File: src/rtl/byte_link_pkg.sv
// Shared types and widths for the byte serial link.
// Holds the byte width, counter width and FSM state enum.
package byte_link_pkg;

  localparam int BYTE_W       = 8;
  localparam int BYTES_SENT_W = 16;

  typedef enum logic [1:0] {
    IDLE,
    SHIFT,
    GAP
  } state_t;

endpackage

File: src/rtl/byte_fifo.sv
// Small synchronous FIFO, DEPTH a power of two.
// Ports: push/din, pop/dout (show-ahead), clr, full, empty, level.
module byte_fifo #(
  parameter int DEPTH = 4,
  parameter int WIDTH = 8
) (
  input  logic                     clk,
  input  logic                     rst_n,
  input  logic                     push,
  input  logic                     pop,
  input  logic                     clr,
  input  logic [WIDTH-1:0]         din,
  output logic [WIDTH-1:0]         dout,
  output logic                     full,
  output logic                     empty,
  output logic [$clog2(DEPTH):0]   level
);

  localparam int LW = $clog2(DEPTH);
  localparam logic [LW:0]   LVL_ONE = (LW+1)'(1);
  localparam logic [LW-1:0] PTR_ONE = LW'(1);
  localparam logic [LW:0]   LVL_MAX = (LW+1)'(DEPTH);

  logic [WIDTH-1:0] mem [DEPTH];
  logic [LW-1:0]    wr_ptr;
  logic [LW-1:0]    rd_ptr;
  logic             do_push;
  logic             do_pop;

  assign full    = (level == LVL_MAX);
  assign empty   = (level == '0);
  assign do_push = push && !full && !clr;
  assign do_pop  = pop && !empty && !clr;
  assign dout    = mem[rd_ptr];

  always_ff @(posedge clk) begin
    if (do_push) begin
      mem[wr_ptr] <= din;
    end
  end

  always_ff @(posedge clk or negedge rst_n) begin
    if (!rst_n) begin
      wr_ptr <= '0;
      rd_ptr <= '0;
      level  <= '0;
    end else if (clr) begin
      wr_ptr <= '0;
      rd_ptr <= '0;
      level  <= '0;
    end else begin
      if (do_push) wr_ptr <= wr_ptr + PTR_ONE;
      if (do_pop)  rd_ptr <= rd_ptr + PTR_ONE;
      unique case ({do_push, do_pop})
        2'b10:   level <= level + LVL_ONE;
        2'b01:   level <= level - LVL_ONE;
        default: level <= level;
      endcase
    end
  end

endmodule

File: src/rtl/byte_serializer.sv
// Buffers parallel bytes and shifts them out MSB first with an idle gap.
// Ports: in_data/in_valid/in_ready, abort, serial_out, shift_enable, busy, fifo_level, bytes_sent.
module byte_serializer
  import byte_link_pkg::*;
#(
  parameter int FIFO_DEPTH = 4,
  parameter int GAP_CYCLES = 1
) (
  input  logic                      clk,
  input  logic                      rst_n,
  input  logic [BYTE_W-1:0]         in_data,
  input  logic                      in_valid,
  output logic                      in_ready,
  input  logic                      abort,
  output logic                      serial_out,
  output logic                      shift_enable,
  output logic                      busy,
  output logic [$clog2(FIFO_DEPTH):0] fifo_level,
  output logic [BYTES_SENT_W-1:0]   bytes_sent
);

  localparam int GW = (GAP_CYCLES > 1) ? $clog2(GAP_CYCLES) : 1;

  state_t              state, state_n;
  logic [BYTE_W-2:0]   shreg, shreg_n;
  logic [2:0]          bit_cnt, bit_cnt_n;
  logic [GW-1:0]       gap_cnt, gap_cnt_n;
  logic                se_q, se_n;
  logic                so_q, so_n;
  logic [BYTES_SENT_W-1:0] sent_q, sent_n;

  logic                push;
  logic                pop;
  logic                load;
  logic                full;
  logic                empty;
  logic [BYTE_W-1:0]   head;

  // Registered-state only: in_valid never feeds back into in_ready.
  assign in_ready = rst_n && !full && !abort;
  assign push     = in_valid && in_ready;

  byte_fifo #(
    .DEPTH (FIFO_DEPTH),
    .WIDTH (BYTE_W)
  ) u_fifo (
    .clk   (clk),
    .rst_n (rst_n),
    .push  (push),
    .pop   (pop),
    .clr   (abort),
    .din   (in_data),
    .dout  (head),
    .full  (full),
    .empty (empty),
    .level (fifo_level)
  );

  always_comb begin
    state_n   = state;
    shreg_n   = shreg;
    bit_cnt_n = bit_cnt;
    gap_cnt_n = gap_cnt;
    se_n      = se_q;
    so_n      = so_q;
    sent_n    = sent_q;
    load      = 1'b0;
    pop       = 1'b0;
    if (abort) begin
      state_n = IDLE;
      se_n    = 1'b0;
      so_n    = 1'b0;
    end else begin
      unique case (state)
        IDLE: begin
          load = !empty;
        end
        SHIFT: begin
          if (bit_cnt != 3'd0) begin
            so_n      = shreg[BYTE_W-2];
            shreg_n   = {shreg[BYTE_W-3:0], 1'b0};
            bit_cnt_n = bit_cnt - 3'd1;
          end else begin
            se_n      = 1'b0;
            so_n      = 1'b0;
            sent_n    = sent_q + BYTES_SENT_W'(1);
            gap_cnt_n = GW'(GAP_CYCLES - 1);
            state_n   = GAP;
          end
        end
        GAP: begin
          if (gap_cnt != '0) begin
            gap_cnt_n = gap_cnt - GW'(1);
          end else if (!empty) begin
            load = 1'b1;
          end else begin
            state_n = IDLE;
          end
        end
        default: state_n = IDLE;
      endcase
      // The head's MSB goes out directly; the rest waits in shreg.
      if (load) begin
        pop       = 1'b1;
        shreg_n   = head[BYTE_W-2:0];
        bit_cnt_n = 3'd7;
        se_n      = 1'b1;
        so_n      = head[BYTE_W-1];
        state_n   = SHIFT;
      end
    end
  end

  always_ff @(posedge clk or negedge rst_n) begin
    if (!rst_n) begin
      state   <= IDLE;
      shreg   <= '0;
      bit_cnt <= '0;
      gap_cnt <= '0;
      se_q    <= 1'b0;
      so_q    <= 1'b0;
      sent_q  <= '0;
    end else begin
      state   <= state_n;
      shreg   <= shreg_n;
      bit_cnt <= bit_cnt_n;
      gap_cnt <= gap_cnt_n;
      se_q    <= se_n;
      so_q    <= so_n;
      sent_q  <= sent_n;
    end
  end

  assign serial_out   = so_q;
  assign shift_enable = se_q;
  assign bytes_sent   = sent_q;
  assign busy         = (state != IDLE) || !empty;

endmodule

File: config.mk
export PLATFORM = sky130hd
export DESIGN_NAME = byte_serializer
export DESIGN_NICKNAME = d
export VERILOG_FILES = /design/src/rtl/byte_link_pkg.sv /design/src/rtl/byte_fifo.sv /design/src/rtl/byte_serializer.sv
export SDC_FILE = /design/constraint.sdc
export NUM_CORES = 1
export LEC_CHECK = 0
export ABC_AREA = 1
export CORE_MARGIN = 4
export CORE_UTILIZATION = 55
export DETAILED_ROUTE_END_ITERATION = 7
export GPL_TIMING_DRIVEN = 0
export PLACE_DENSITY = 0.77
export SETUP_SLACK_MARGIN = 0.4
export SKIP_LAST_GASP = 1
export SLEW_MARGIN = 30
export SYNTH_ARGS = -nofsm -noshare
export SYNTH_HDL_FRONTEND = slang
export SYNTH_SLANG_ARGS = --single-unit
File: constraint.sdc
create_clock -name clk -period 2.65 [get_ports clk]
set_clock_uncertainty 0.15 [all_clocks]
set_input_delay 0.53 -clock clk [delete_from_list [all_inputs] [get_ports clk]]
set_output_delay 0.53 -clock clk [all_outputs]
set_load 0.005 [all_outputs]
Word-level counts from Yosys, hierarchy flattened:

Memories as Yosys holds them, arrays and structs flattened.
Index checks and enable logic that the tools add are counted.

* add/subtract/negate cells: 7
* muxes and demuxes: 36
* bitwise operators: 2
* reductions and logical operators: 27
* eq/ne operators: 11

Operators by type and width (count)
* 7-bit 2-to-1 mux: 3
* 2-bit 2-to-1 mux: 9
* 16-bit by 1-bit adder with 16-bit output, second input constant: 1
* 1-bit 2-to-1 mux: 16
* 3-bit 2-to-1 mux: 4
* 4-bit inequality test, second input constant: 3
* 2-bit nonzero test: 6
* 3-bit AND reduction: 3
* 3-bit nonzero test: 3
* 1-bit logical AND: 7
* 2-bit one-hot mux with 3 select lines: 1
* 3-bit one-hot mux with 2 select lines: 1
* 3-bit by 1-bit subtractor with 3-bit output, second input constant: 2
* 2-bit by 1-bit adder with 2-bit output, second input constant: 2
* 2-bit by 1-bit equality test with 1-bit output, second input constant: 2
* 2-bit equality test, second input constant: 2
* 1-bit one-hot mux with 2 select lines: 2
* 4-bit AND reduction: 1
* 3-bit by 1-bit adder with 3-bit output, second input constant: 1
* 3-bit equality test, second input constant: 1
* 1-bit logical NOT: 3
* 3-bit logical NOT: 1
* 3-bit by 2-bit inequality test with 1-bit output, second input constant: 1
* 3-bit inequality test, second input constant: 1
* other kinds (6): 7

* output and inout port bits: 23
* memories kept: 1
* bits in registers: 38
* bits of input ports: 12
* logic and storage cells: 94
* RAM bits: 32

Memories
* u_fifo.mem: words 4, bits a word 8, rd ports 1, clocked after Yosys merged registers in 0, wr ports 1, line byte_fifo.sv:24 `logic [WIDTH-1:0] mem [DEPTH];`

Logic depth before layout (Yosys ltp):

Gate-level depths: netlist (run 1).

* word-level depth: 12
* gate-level depth with buffers: 14
* gate-level depth less buffers: 13

By module:

From an unflattened synthesis (run 1), not the netlist that was laid out.

* cells, all modules: 335
* area total of the unflattened synthesis: 3264.4 um^2

Modules (own cells, without submodules)
* byte_fifo: cells each 142, area each 1695.4 um^2, seq. area each 1136.1 um^2, instances 1
* byte_serializer: cells each 193, area each 1569.0 um^2, seq. area each 750.7 um^2, instances 1

Worst setup path after synthesis (run 1):

OpenSTA, ideal clock, no wires.

* kind: reg2reg
* start point: register u_fifo.level[0]
* end point: register u_fifo.level[2]
* arrival: 1.820 ns
* library setup time: 0.117 ns
* period minus slack after synthesis: 2.088 ns
* required time: 2.383 ns
* setup slack: 0.562 ns
* stages on the path, launching flop included: 15
* cells stage by stage: dfrtp_1 -> nor2_2 -> nand2_1 -> nand2_2 -> buf_6 -> nor2_4 -> nand2_4 -> inv_1 -> fa_1 -> xnor2_1 -> inv_1 -> nand2_1 -> nand2_1 -> nand3_1 -> nand2_1

* cells in the longest elaborated chain, start to end: 12

Ends and longest elaborated chain
* from (decl): line byte_fifo.sv:16 `output logic [$clog2(DEPTH):0] level`
* from (signal assigned): line byte_fifo.sv:55 `2'b10: level <= level + LVL_ONE;`
* from (signal assigned): line byte_fifo.sv:56 `2'b01: level <= level - LVL_ONE;`
* from (signal assigned): line byte_fifo.sv:57 `default: level <= level;`
* 3-bit logical NOT: line byte_fifo.sv:31 `assign empty = (level == '0);`
* 1-bit 2-to-1 mux: line byte_serializer.sv:94 `end else if (!empty) begin`
* 1-bit 2-to-1 mux: line byte_serializer.sv:92 `if (gap_cnt != '0) begin`
* 1-bit one-hot mux with 2 select lines: line byte_serializer.sv:74 `unique case (state)`
* 1-bit 2-to-1 mux: line byte_serializer.sv:69 `if (abort) begin`
* 1-bit 2-to-1 mux: line byte_serializer.sv:103 `if (load) begin`
* 1-bit 2-to-1 mux: line byte_serializer.sv:69
* 1-bit logical AND (2 in a row): line byte_fifo.sv:33 `assign do_pop = pop && !empty && !clr;`
* 2-bit by 1-bit equality test with 1-bit output or 2-bit equality test (tied branches): line byte_fifo.sv:54 `unique case ({do_push, do_pop})`
* 3-bit one-hot mux with 2 select lines: line byte_fifo.sv:54
* 3-bit 2-to-1 mux: line byte_fifo.sv:47 `end else if (clr) begin`

Several ways; a longest one is shown, not always the timed one. The select of a mux whose other input is x is not followed.
A chain may end at the register's enable or synchronous reset.

Final worst setup path (run 1):

* start point: input in_valid
* end point: memory u_fifo.mem[0][7], enable pin

* cells in the longest elaborated chain, start to end: 5

Ends and longest elaborated chain
* from (decl): line byte_serializer.sv:12 `input logic in_valid,`
* 1-bit logical AND: line byte_serializer.sv:41 `assign push = in_valid && in_ready;`
* 1-bit logical AND (2 in a row): line byte_fifo.sv:32 `assign do_push = push && !full && !clr;`
* 1-bit 2-to-1 mux: line byte_fifo.sv:37 `if (do_push) begin`
* 1-bit 2-to-1 mux (implied by the code): line byte_fifo.sv:38 `mem[wr_ptr] <= din;`
* to (decl): line byte_fifo.sv:24

Every way passes these cells.

==> results.txt, run 1 <==
For met1 alone, demand over resource in global routing was 28.7%. The top cell type by area accounts for 29.7% of the synthesized area. The fraction of synthesized area in multiplexers is 0%. In this run the tightest slew margin relative to its limit is 36.1%. In this run switching power makes up 36.1% of total power. Measured along the x axis, the die boundary spans 84.7 um.

For the post-synthesis instance area, the log shows 3240 sq um. The commonest register cell after synthesis is sky130_fd_sc_hd__dfrtp_1. After detailed routing, the number of remaining DRC violations is 0. Buffers inserted during clock tree synthesis total 9. CTS placed an instance of sky130_fd_sc_hd__clkbuf_8 at the clock tree root. The run gives 2546 as the via count of the first global-routing pass. Busiest metal layer after global routing: met2.

Once layout is done, the placed cells without fillers occupy 3950 sq um. The later pin in the worst-skew pair is clocked with a latency of 340 ps. The combinational family with the most area after synthesis was simple AND/OR/NAND/NOR gates. The run gives 3 as the number of H-tree branching levels.

sky130_fd_sc_hd__edfxtp_1 takes more of the synthesized area than any other cell. The internal power of the cells totals 0.00230 W. The number of synthesis warnings came out at 0. Counting flops with a built-in enable in the synthesized netlist gives 32.

For this run, the detailed router's first-pass iteration total came to 4. The first global-routing pass estimated 12100 um of wire. The static power due to leakage is 1.75 nW, and the async set-reset flop share out of synthesis is 53.6%. By count the netlist is led by 70 x sky130_fd_sc_hd__nand2_1, 39 x sky130_fd_sc_hd__nor2_1, 37 x sky130_fd_sc_hd__dfrtp_1, 32 x sky130_fd_sc_hd__edfxtp_1, 31 x sky130_fd_sc_hd__inv_1. The power spent charging and discharging nets was 0.00130 W. The simple logic cell fraction of the synthesized area was 20.1%.

By instance count, the leading cell after synthesis is sky130_fd_sc_hd__nand2_1. After detailed routing, the average wire length per cell comes to 15.2 um. The number of buffers on the longest clock path came out at 2. By area the synthesized netlist is led by sky130_fd_sc_hd__edfxtp_1 30%, sky130_fd_sc_hd__dfrtp_1 29%, sky130_fd_sc_hd__nand2_1 8.1%, sky130_fd_sc_hd__o21ai_0 4.6%, sky130_fd_sc_hd__nor2_1 4.5%. The flop and latch count out of synthesis is 69, and the portion of total power attributed to the clock network is 22.9%. TritonCTS built the clock tree. The run gives 0 ps as the setup TNS.

At the pin with the least slew margin, the transition time is 956 ps. Synthesized netlist net count: 352. In this run the core area contains 27 standard-cell rows. Entering global routing, the biggest net connects 28 pins. The run gives 27 as the count of unique library cells instantiated by Yosys. For the worst setup path, the data required time is 2460 ps.

The run gives 0 as the number of max-cap violations. The number of setup violations in the final report is 0. The wire-length estimate of the detail-placed layout is 4790 um. For the worst setup path, the data arrival time is 1980 ps. For this block, the initial DRC count from the detailed router was 194. The ratio of final minimum period to clock period is 81.7%.

Type of element launching the critical path: a primary input. The critical-path maximum fanout works out to 9. The logs give 332 for the cell count after synthesis and 36.7% for the combinational group share of total power.

Power spread over the standard cell area amounts to 913 nW/um^2. Adder-cell share of the synthesized area: 3.33%. The critical path is of the in -> reg type. Derived from the worst setup path, the maximum achievable clock frequency is 462 MHz. The full die area is 7170 sq um. For this configuration, the core starts out at a cell density of 57.7%. Clock tree synthesis found a total of 69 sinks. The final count of hold timing violations is 0. The worst setup path is captured at a flop.

Summing all placed instances gives a cell area of 3680 sq um. Global routing consumed, over all layers together, 21.4% of the routing resources. The number of max-slew violations in the final report was 0; the number of buffer cells added on primary ports was 34. In this run the worst hold path is classified as reg -> reg.

35 I/O pins were placed. Counting I/O delays and the setup requirement, the final critical path takes 2160 ps. The height of the chip was 84.7 um; the number of diodes was 0. Each instance of the synthesized netlist takes up on average 9.75 sq um. For the initial antenna violation count, the log shows 0.

Routed wire length: 7020 um. After clock tree synthesis, the clock-pin slew on the worst setup and hold paths is 80 ps. The run finished with clean final reports. Of the total synthesized cell area, the portion taken by XOR and XNOR cells is 3.52%.

The register area share after synthesis was 58.3%; the global routing usage on met3 was 4.91%. In this run the standard cell core region covers 5610 sq um. Setup repair after global routing could not meet its margin everywhere. The congestion estimate from routability-driven global placement came to 0.861. The post-synthesis compound-gate area fraction works out to 8.97%. The area growth from synthesis to layout is 22.1%.

The tools report the portion of total power attributed to sequential cells as 40.5%. VDD sags by at most 0.457 mV. The mean number of vias per cell came out at 5.41.

After global routing the overflow that remains totals 0. In the global route stage, met2 resource usage came out at 34.0%. The post-route netlist has 12.6% of its cells at a drive strength greater than 1.

The total via count in the routed design came out at 2495. The final net count was 404. Once detail routing completed, the nets flagged for antenna violations numbered 0.
==> sequential cells by signal (all words and copies together), names as in the netlist <==
signal / flops
bit_cnt: 3
u_fifo.rd_ptr: 2
state: 2
u_fifo.wr_ptr: 2
u_fifo.level: 3
serial_out: 1
shift_enable: 1
bytes_sent: 16
u_fifo.mem: 32
shreg: 7
==> layout by cell type, fill, tap and decap left out <==
cell type / netlist / final
sky130_fd_sc_hd__xor2_1: 11 / 11
sky130_fd_sc_hd__buf_2: 1 / 1
sky130_fd_sc_hd__nand3b_4: 1 / 1
sky130_fd_sc_hd__nor2_1: 39 / 39
sky130_fd_sc_hd__inv_2: 5 / 5
sky130_fd_sc_hd__fa_2: 0 / 1
sky130_fd_sc_hd__o2bb2ai_1: 1 / 1
sky130_fd_sc_hd__nor3_1: 5 / 5
sky130_fd_sc_hd__dlymetal6s2s_1: 0 / 1
sky130_fd_sc_hd__xnor2_2: 0 / 1
sky130_fd_sc_hd__a21oi_1: 5 / 4
sky130_fd_sc_hd__nand2_4: 5 / 5
sky130_fd_sc_hd__buf_12: 0 / 1
sky130_fd_sc_hd__o21ai_0: 30 / 30
sky130_fd_sc_hd__o21ai_1: 11 / 11
sky130_fd_sc_hd__ha_1: 7 / 7
sky130_fd_sc_hd__buf_6: 2 / 2
sky130_fd_sc_hd__dfrtp_1: 37 / 34
sky130_fd_sc_hd__clkinv_4: 0 / 2
sky130_fd_sc_hd__inv_1: 31 / 31
sky130_fd_sc_hd__edfxtp_1: 32 / 32
sky130_fd_sc_hd__clkinv_1: 0 / 1
sky130_fd_sc_hd__clkinv_2: 0 / 3
sky130_fd_sc_hd__nand2_2: 1 / 1
sky130_fd_sc_hd__clkdlybuf4s50_1: 0 / 31
sky130_fd_sc_hd__nor2_2: 2 / 1
sky130_fd_sc_hd__xnor2_1: 2 / 1
sky130_fd_sc_hd__o211ai_1: 1 / 1
sky130_fd_sc_hd__bufinv_16: 0 / 1
sky130_fd_sc_hd__nand2_1: 70 / 70
sky130_fd_sc_hd__clkdlybuf4s15_2: 0 / 1
sky130_fd_sc_hd__nor2_4: 1 / 2
sky130_fd_sc_hd__nand3_1: 16 / 16
sky130_fd_sc_hd__clkbuf_8: 0 / 9
sky130_fd_sc_hd__dfrtp_2: 0 / 3
sky130_fd_sc_hd__nand4_1: 5 / 5
sky130_fd_sc_hd__buf_4: 3 / 8
sky130_fd_sc_hd__o22ai_1: 7 / 7
sky130_fd_sc_hd__a21oi_2: 0 / 1
sky130_fd_sc_hd__dlygate4sd3_1: 0 / 2
==> metal layers <==
layer | routed length [um] | vias to the layer above | share of wire [%]
li1 | - | 1203 | -
met3 | 373 | 11 | 5.3
met1 | 3120 | 1210 | 44
met2 | 3420 | 71 | 49
met4 | 103 | 0 | 1.5
met5 | 0 | - | 0
==> worst max-delay path, stage by stage <==
cell and delay, ps:
sky130_fd_sc_hd__clkdlybuf4s50_1 530, sky130_fd_sc_hd__nand3b_4 160, sky130_fd_sc_hd__nor2_1 750
==> timing repair <==
action,in CTS,in global routing
gates resized for setup,10,2
hold buffers,2,0
pin swaps,0,2
setup endpoints to repair,35,3
hold endpoints to repair,10,0
setup buffers,1,3
==> final cells by class <==
class / instances / area, sq um
Sequential cell: 69 / 1890
Fill cell: 437 / 1660
Multi-Input combinational cell: 221 / 1180
Timing Repair Buffer: 41 / 412
Inverter: 36 / 135
Clock buffer: 9 / 124
Tap cell: 72 / 90.1
Clock inverter: 7 / 66.3
Buffer: 6 / 50.0
==> worst paths after layout <==
| path | from | endpoint | slack [ps] | cells past startpoint |
|---|---|---|---|---|
| hold / removal | shreg[1]$_DFFE_PN0P_ | shreg[1]$_DFFE_PN0P_ | 350 | 2 |
| max in group asynchronous | rst_n | u_fifo.level[0]$_DFFE_PN0P_ | 1450 | 2 |
| hold reg to reg | shreg[1]$_DFFE_PN0P_ | shreg[1]$_DFFE_PN0P_ | 350 | 2 |
| setup / recovery | in_valid | u_fifo.mem[0][7]$_DFFE_PP_ | 490 | 3 |
| min in group asynchronous | rst_n | shift_enable$_DFFE_PN0P_ | 540 | 2 |
| setup reg to reg | u_fifo.level[1]$_DFFE_PN0P_ | u_fifo.level[2]$_DFFE_PN0P_ | 510 | 14 |
==> power groups by stage <==
stage | Clock [W] | Sequential, W | Combinational, W
after floorplan | 0 | 0.00145 | 0.000788
after global placement | 0 | 0.00147 | 0.00117
after detailed placement | 0 | 0.00147 | 0.00123
after CTS | 0.000837 | 0.00146 | 0.00129
after global routing | 0.000886 | 0.00149 | 0.00150
final | 0.000826 | 0.00146 | 0.00132
==> cells by family after synthesis <==
group,Yosys count
xor gates and xnor gates,13
and+or+nand+nor,145
DFF,69
buffers and inverters,42
adders and majority gates,8
AOI/OAI and AO/OA,55
==> metrics by stage <==
stage                     setup slack (ps)  utilization (%)  hold slack, ps  instances  total power, W
after floorplan                        562                -            84.4        332         0.00224
after global placement               -1350             65.4             314        438         0.00264
after detailed placement              -134             65.6             291        439         0.00270
after CTS                              406             69.9             346        458         0.00358
after global routing                   336             70.4             381        461         0.00387
final                                  485             70.4             345        461         0.00361
Power figures use the tool's default switching activity.
==> run 2: changes to the inputs <==
==> constraint.sdc (replaced) <==
create_clock -name clk -period 2 [get_ports clk]
set_clock_uncertainty 0.15 [all_clocks]
set_input_delay 0.4 -clock clk [delete_from_list [all_inputs] [get_ports clk]]
set_output_delay 0.4 -clock clk [all_outputs]
set_load 0.005 [all_outputs]
==> run 2 against run 1 <==
Net effect: the run now ends with negative setup slack left; core utilization up 8.0 points; clock-buffer cell count up 2; combinational power grew 63%; sequential share of layout area shrank 4.9 points; flip-flop and latch count did not move; sequential power is 30% higher; final cell count increased by 8.2%; highest routed layer is now met5.
==> results.txt, run 2 (synthesis gave the netlist of run 1 again) <==
The clock-pin slew on the worst setup and hold paths was 80 ps (about the same); the timing-limited maximum frequency was 484 MHz. The logs give 0 (unchanged) for the number of diodes and 12000 um (-0.74%) for the first-pass GRT wire length. The total via count in the routed design was 2656 (+6.5%); the number of sinks handled by clock tree synthesis was 69 (unchanged). For the final worst-path setup slack, the log shows -66.8 ps (-552 ps). Setup repair after global routing could not meet its margin everywhere. The required time at the endpoint of the critical path is 2090 ps (-370 ps). In the layout the commonest cells are 67 x sky130_fd_sc_hd__nand2_1, 37 x sky130_fd_sc_hd__buf_4, 34 x sky130_fd_sc_hd__dfrtp_1, 32 x sky130_fd_sc_hd__nor2_1, 32 x sky130_fd_sc_hd__edfxtp_1. The pin count of the biggest net entering global routing was 20 (-29%). The logs give 2542 (-0.16%) for the via count of the first global-routing pass and 4540 um (-5.3%) for the detailed placer's ending HPWL.

The total iterations of the first detailed-routing run came out at 5 (+1). The tools report the number of max-cap violations as 0 (unchanged). The standard-cell row count is 27 (unchanged), and the routed wire length is 7680 um (+9.4%). Number of H-tree branching levels: 3 (unchanged). The flip-flop count of the largest register after layout was 32 (unchanged). For the number of DRC markers after the initial detailed-route iteration, the log shows 159 (-18%). Among all stages on the critical path, the largest delay is contributed by sky130_fd_sc_hd__dfrtp_2. Power after layout: 0.00526 W (+46%). The number of buffer cells added on primary ports works out to 34 (unchanged). The run gives 0 (unchanged) as the remaining global-route overflow. Walking the worst path, the cells encountered are nor2_4, nand2_1, nand2_2, buf_8, nor2_4, nand2_4, inv_2, fa_2, xnor2_2, inv_1, nand2_1, nand2_1, nand3_1, nand2_1. The transition time of the tightest slew-check pin is 838 ps (-117 ps). The most numerous cell on the critical path was sky130_fd_sc_hd__nand2_1.

The boundary pin count is 35 (unchanged). Broken down by cell family, the worst path's largest delay share belongs to simple AND/OR/NAND/NOR gates. The number of instances in the placed design is 439 (unchanged), and the maximum vdd drop is 0.740 mV (+62%). The post-detailed-route wirelength per cell was 15.4 um (+1.1%); the full die area was 7170 sq um (unchanged).

The tools report the worst-case headroom to the max-slew limit as 43.9% (+7.8 points). The insertion delay to the later sink of the worst-skew pair was 340 ps (about the same); the layout-stage area growth over the synthesis result was 36.0%. For the starting density of the core, the log shows 57.7% (unchanged). The worst slack at placement was -610 ps (-476 ps); the mean number of vias per cell was 5.32 (-1.7%). The final reports fail on negative setup slack.

Library cell used as clock root buffer: sky130_fd_sc_hd__clkbuf_8. The setup TNS was -66.8 ps (-66.8 ps); the placed instance area was 3700 sq um (+0.61%). The power density over the cells is 1190 nW/um^2 (+31%). The ratio of final minimum period to clock period is 103%. The layout cell share with drive strength beyond 1 came out at 26.0% (+13 points). The number of buffers created by CTS came out at 9 (unchanged). The worst setup path is captured at a flop.

The maximum cell stage delay along the critical path works out to 440 ps (-310 ps). STA classifies the critical path startpoint as a flop. The overall fraction of global-route tracks in use is 21.4% (about the same), and the final count of hold timing violations is 0 (unchanged).

The flow ran to the end, but the final reports show violations. The buffers plus inverters on the worst setup path is 3 (+2). The run gives 1 (+1) as the number of setup violations in the final report. The critical path data arrival time came out at 2160 ps (+180 ps). The final net count was 442 (+9.4%); the horizontal die dimension was 84.7 um (unchanged). The floorplan core area is 5610 sq um (unchanged), and the non-filler instance count after layout is 499 (+8.2%). The setup path with the least slack is of type reg -> reg. The DRC violation count after routing was 0 (unchanged); the critical-path maximum fanout was 4 (-5). Number of max-slew violations in the final report: 0 (unchanged).

Total non-filler cell area in the finished layout: 4400 sq um (+11%). The height of the chip is 84.7 um (unchanged), and the final period demand of the worst path is 2070 ps. The final antenna-violating net count came out at 0 (unchanged).

The logs give 1 (+1) for the initial antenna violation count and 0.831 (-3.5%) for the global placement routability congestion. The tools report the static power due to leakage as 2.02 nW (+15%). The number of buffers on the longest clock path was 2 (unchanged).

TritonCTS built the clock tree. The worst hold path class is in -> async. The library cell used most frequently in the layout, excluding fill and tap cells, is sky130_fd_sc_hd__nand2_1. Largest register by flop count: u_fifo.mem.
[run 2: worst min-delay path, cell delays in order]
cell	delay, ps
sky130_fd_sc_hd__buf_12	80
sky130_fd_sc_hd__buf_16	100
sky130_fd_sc_hd__buf_2	370
[run 2: metal layers]
| layer | vias to the layer above | track usage, % | wire length (um) |
|---|---|---|---|
| li1 | 1287 | - | - |
| met3 | 15 | 4.42 | 401 |
| met1 | 1265 | 25.9 | 3100 |
| met4 | 2 | 9.50 | 151 |
| met5 | - | 0 | 11 |
| met2 | 87 | 36.9 | 4020 |
[run 2: layout make-up]
cell class,count,area [sq um]
flip-flops and latches,69,1890
multi-input cells,221,1290
fillers,370,1210
repair buffers,78,704
inverters,36,151
clock buffers,11,131
well taps,72,90.1
clock inverters,5,75.1
plain buffers,6,57.6
repair inverters,1,6.26
[run 2: final timing paths]
path	startpoint	endpoint	slack, ps	cells past startpoint
worst max-delay path	u_fifo.level[1]$_DFFE_PN0P_	u_fifo.level[2]$_DFFE_PN0P_	-70	14
worst min register to register	shreg[5]$_DFFE_PN0P_	shreg[5]$_DFFE_PN0P_	340	2
worst min-delay path	rst_n	bytes_sent[4]$_DFFE_PN0P_	30	3
max in group asynchronous	rst_n	shreg[0]$_DFFE_PN0P_	900	3
min in group clk	shreg[5]$_DFFE_PN0P_	shreg[5]$_DFFE_PN0P_	340	2
worst max register to register	u_fifo.level[1]$_DFFE_PN0P_	u_fifo.level[2]$_DFFE_PN0P_	-70	14
[run 2: report_power, final]
part	switching, W	internal [W]	total (W)	leakage, nW
sequential	0.000161	0.00174	0.00190	0.737
combinational	0.00118	0.000963	0.00215	1.18
clock	0.000514	0.000695	0.00121	0.0986
[run 2: per-stage QoR]
step,utilization (%),hold slack (ps)
5_1_grt,78.5,67.1
3_3_place_gp,65.6,317
4_1_cts,74.5,341
2_1_floorplan,-,-45.6
6_report,78.5,28.7
3_5_place_dp,66.0,243
[run 2: timing repair]
item / CTS / global route
pin swaps: 6 / 6
cloned: 0 / 1
endpoints found under the setup margin: 78 / 51
hold buffers: 2 / 1
endpoints found under the hold margin: 37 / 19
buffers inserted: 27 / 13
resized for setup: 60 / 30
==> run 3: changes to the inputs <==
--- a/config.mk
+++ b/config.mk
@@ -6,14 +6,14 @@
 export NUM_CORES = 1
 export LEC_CHECK = 0
 export ABC_AREA = 1
-export CORE_MARGIN = 4
+export CORE_MARGIN = 5
 export CORE_UTILIZATION = 55
 export DETAILED_ROUTE_END_ITERATION = 7
 export GPL_TIMING_DRIVEN = 0
 export PLACE_DENSITY = 0.77
 export SETUP_SLACK_MARGIN = 0.4
 export SKIP_LAST_GASP = 1
-export SLEW_MARGIN = 30
+export SLEW_MARGIN = 20
 export SYNTH_ARGS = -nofsm -noshare
 export SYNTH_HDL_FRONTEND = slang
 export SYNTH_SLANG_ARGS = --single-unit
==> run 3 against run 2 <==
Net effect: the run still ends with negative setup slack left; critical path depth decreased by 9; final cell count is 0.80% higher; maximum frequency rose by 2.6%; die area grew 4.8%; sequential power about the same; core utilization is 2.3 points lower; register-to-register slack better by 50 ps; largest power group unchanged.
==> results.txt, run 3 (synthesis gave the netlist of run 1 again) <==
The tools report the number of diodes as 0 (unchanged). For the hold slack, the log shows 89.2 ps (+60.5 ps). For the final worst-path setup slack, the log shows -14.0 ps (+52.9 ps). The starting density of the core is 55.6% (-2.1 points), and the final period demand of the worst path is 2010 ps (-52.9 ps).

The horizontal die dimension was 86.7 um (+2.4%). The worst-case headroom to the max-slew limit was 42.6% (-1.3 points); the routed wire length was 7990 um (+4.0%). The checks that failed: negative setup slack.

The run gives 1820 ps (-270 ps) as the required time at the endpoint of the critical path. The most common cell after layout, fill and taps aside was sky130_fd_sc_hd__nand2_1. The flow ran to the end, but the final reports show violations. The full die area is 7520 sq um (+4.8%), and the placed instance area is 3710 sq um (+0.10%).

Largest register by flop count: u_fifo.mem. The logs give 0 (unchanged) for the number of max-cap violations and 28 (+3.7%) for the standard-cell row count. Layout cell share with drive strength beyond 1: 28.0% (+2.0 points). The static power due to leakage is 2.01 nW (-0.48%). The power after layout was 0.00532 W (+1.2%); the critical-path maximum fanout was 8 (+4). The final count of hold timing violations is 0 (unchanged). The worst setup path is captured at a flop. The global placement routability congestion was 0.827 (-0.46%). The floorplan core area was 5820 sq um (+3.7%).

The number of buffers created by CTS was 9 (unchanged). The run gives 174 (+9.4%) as the number of DRC markers after the initial detailed-route iteration. For the DRC violation count after routing, the log shows 0 (unchanged). The library cells used most frequently in the layout, excluding fill and tap cells, are 63 x sky130_fd_sc_hd__nand2_1, 36 x sky130_fd_sc_hd__buf_4, 32 x sky130_fd_sc_hd__nor2_1, 32 x sky130_fd_sc_hd__dfrtp_1, 32 x sky130_fd_sc_hd__edfxtp_1.

Flip-flop count of the largest register after layout: 32 (unchanged). The logs give 2720 (+7.0%) for the via count of the first global-routing pass and 22.6% (+1.1 points) for the overall fraction of global-route tracks in use. The number of sinks handled by clock tree synthesis was 69 (unchanged). The switching share of total power works out to 35.0% (-0.33 points).

For the internal power, the log shows 0.00346 W (+1.7%). The run gives 0 (unchanged) as the remaining global-route overflow. For the maximum vdd drop, the log shows 0.751 mV (+1.4%). The critical path starts at u_fifo.level[1]$_DFFE_PN0P_. The height of the chip came out at 86.7 um (+2.4%). The tools report the total non-filler cell area in the finished layout as 4430 sq um (+0.63%). The logs give 2714 (+2.2%) for the total via count in the routed design and 8 (+7) for the number of setup violations in the final report. The logs give 0.00186 W (+0.29%) for the power spent charging and discharging nets and 442 (+0.68%) for the number of instances in the placed design. The power density over the cells was 1200 nW/um^2 (+0.59%). The logs give 3 (unchanged) for the number of H-tree branching levels and 443 (+0.23%) for the final net count. The number of max-slew violations in the final report was 0 (unchanged); the clock-pin slew on the worst setup and hold paths was 70 ps (about the same). The mean number of vias per cell is 5.40 (+1.4%).

The number of buffer cells added on primary ports came out at 34 (unchanged). The startpoint of the worst register-to-register path is u_fifo.level[1]$_DFFE_PN0P_. The detailed placer's ending HPWL is 4800 um (+5.7%). The first-pass GRT wire length is 12800 um (+7.1%), and the final standard cell utilization of the core is 76.1% (-2.3 points). The ratio of final minimum period to clock period was 101% (-2.6 points). The timing-limited maximum frequency is 497 MHz (+2.6%). The category of the critical setup timing path is reg -> reg.

The logs give 0 (-1) for the initial antenna violation count and 35 (unchanged) for the boundary pin count. The tools report the pin count of the biggest net entering global routing as 22 (+10%). The transition time of the tightest slew-check pin was 857 ps (+19.0 ps); the final antenna-violating net count was 0 (unchanged). CTS placed an instance of sky130_fd_sc_hd__clkbuf_8 at the clock tree root. The worst setup path is launched from a flop. TritonCTS built the clock tree. For the total iterations of the first detailed-routing run, the log shows 5 (unchanged). The run gives 40.7% (-0.2 points) as the combinational group share of total power. Post-detailed-route wirelength per cell: 15.9 um (+3.2%). Setup repair after global routing could not meet its margin everywhere. The path class of the tightest hold or removal check is in -> async.

The run gives 23.4% (+0.4 points) as the portion of total power attributed to the clock network. Portion of total power attributed to sequential cells: 36.0% (about the same). The number of buffers on the longest clock path came out at 2 (unchanged).

The logs give 503 (+0.80%) for the non-filler instance count after layout and 1830 ps (-330 ps) for the critical path data arrival time. The insertion delay to the later sink of the worst-skew pair was 340 ps (about the same); the layout-stage area growth over the synthesis result was 36.9%.
[run 3: cell types whose count changed in the layout (fill, tap and decap cells not counted), moves of 4 or more]
cell and change:
sky130_fd_sc_hd__dlygate4sd2_1 -6, sky130_fd_sc_hd__nand2_1 -4, sky130_fd_sc_hd__clkdlybuf4s15_1 +5, sky130_fd_sc_hd__nand2_2 +5
sky130_fd_sc_hd__buf_6 +7
[run 3: area by class of cell]
type,count,area [sq um]
clock buffer,11,141
buffer,6,50.0
inverter,36,146
sequential,69,1890
timing repair buffer,80,739
clock inverter,5,73.8
multi-input combinational,221,1290
tap,75,93.8
fill,398,1390
[run 3: worst paths after layout]
path	slack [ps]	cells past startpoint	to
worst max-delay path	-10	5	u_fifo.mem[3][1]$_DFFE_PP_
worst min-delay path	90	3	u_fifo.wr_ptr[0]$_DFFE_PN0P_
worst max register to register	-10	5	u_fifo.mem[3][1]$_DFFE_PP_
worst min register to register	340	2	shreg[4]$_DFFE_PN0P_
max in group asynchronous	600	2	u_fifo.level[2]$_DFFE_PN0P_
min in group clk	270	4	u_fifo.level[0]$_DFFE_PN0P_
[run 3: power groups by stage]
stage                     combinational, W  clock (W)  sequential (W)
after floorplan                    0.00107          0         0.00192
after global placement             0.00159          0         0.00195
after detailed placement           0.00166          0         0.00196
after CTS                          0.00195    0.00125         0.00190
after global routing               0.00240    0.00133         0.00194
final                              0.00216    0.00124         0.00191
[run 3: worst max-delay path, stage by stage (launching register included)]
cell	delay, ps
sky130_fd_sc_hd__dfrtp_2	400
sky130_fd_sc_hd__nor2_4	50
sky130_fd_sc_hd__buf_4	130
sky130_fd_sc_hd__nand2_2	70
sky130_fd_sc_hd__nand3b_4	150
sky130_fd_sc_hd__nor2_1	690
[run 3: repair_timing]
action / in CTS / in global routing
setup buffers: 32 / 11
endpoints found under the setup margin: 71 / 69
pin swaps: 5 / 7
hold endpoints to repair: 16 / 0
resized for setup: 62 / 34
hold buffers: 2 / 0
[run 3: layer usage]
metal / global-route usage [%] / vias to the layer above / wire (um)
li1: - / 1286 / -
met1: 29.9 / 1298 / 3400
met2: 36.0 / 115 / 3950
met3: 3.99 / 15 / 489
met4: 11.0 / 0 / 147
met5: 0 / - / 0
[run 3: through the flow]
step | setup TNS, ps | setup WS (ps)
floorplan | 0 | 12.3
global placement | -88360 | -1870
detailed placement | -19610 | -628
CTS | -358 | -41.0
global route | -1000 | -139
finish | -85.5 | -14.0
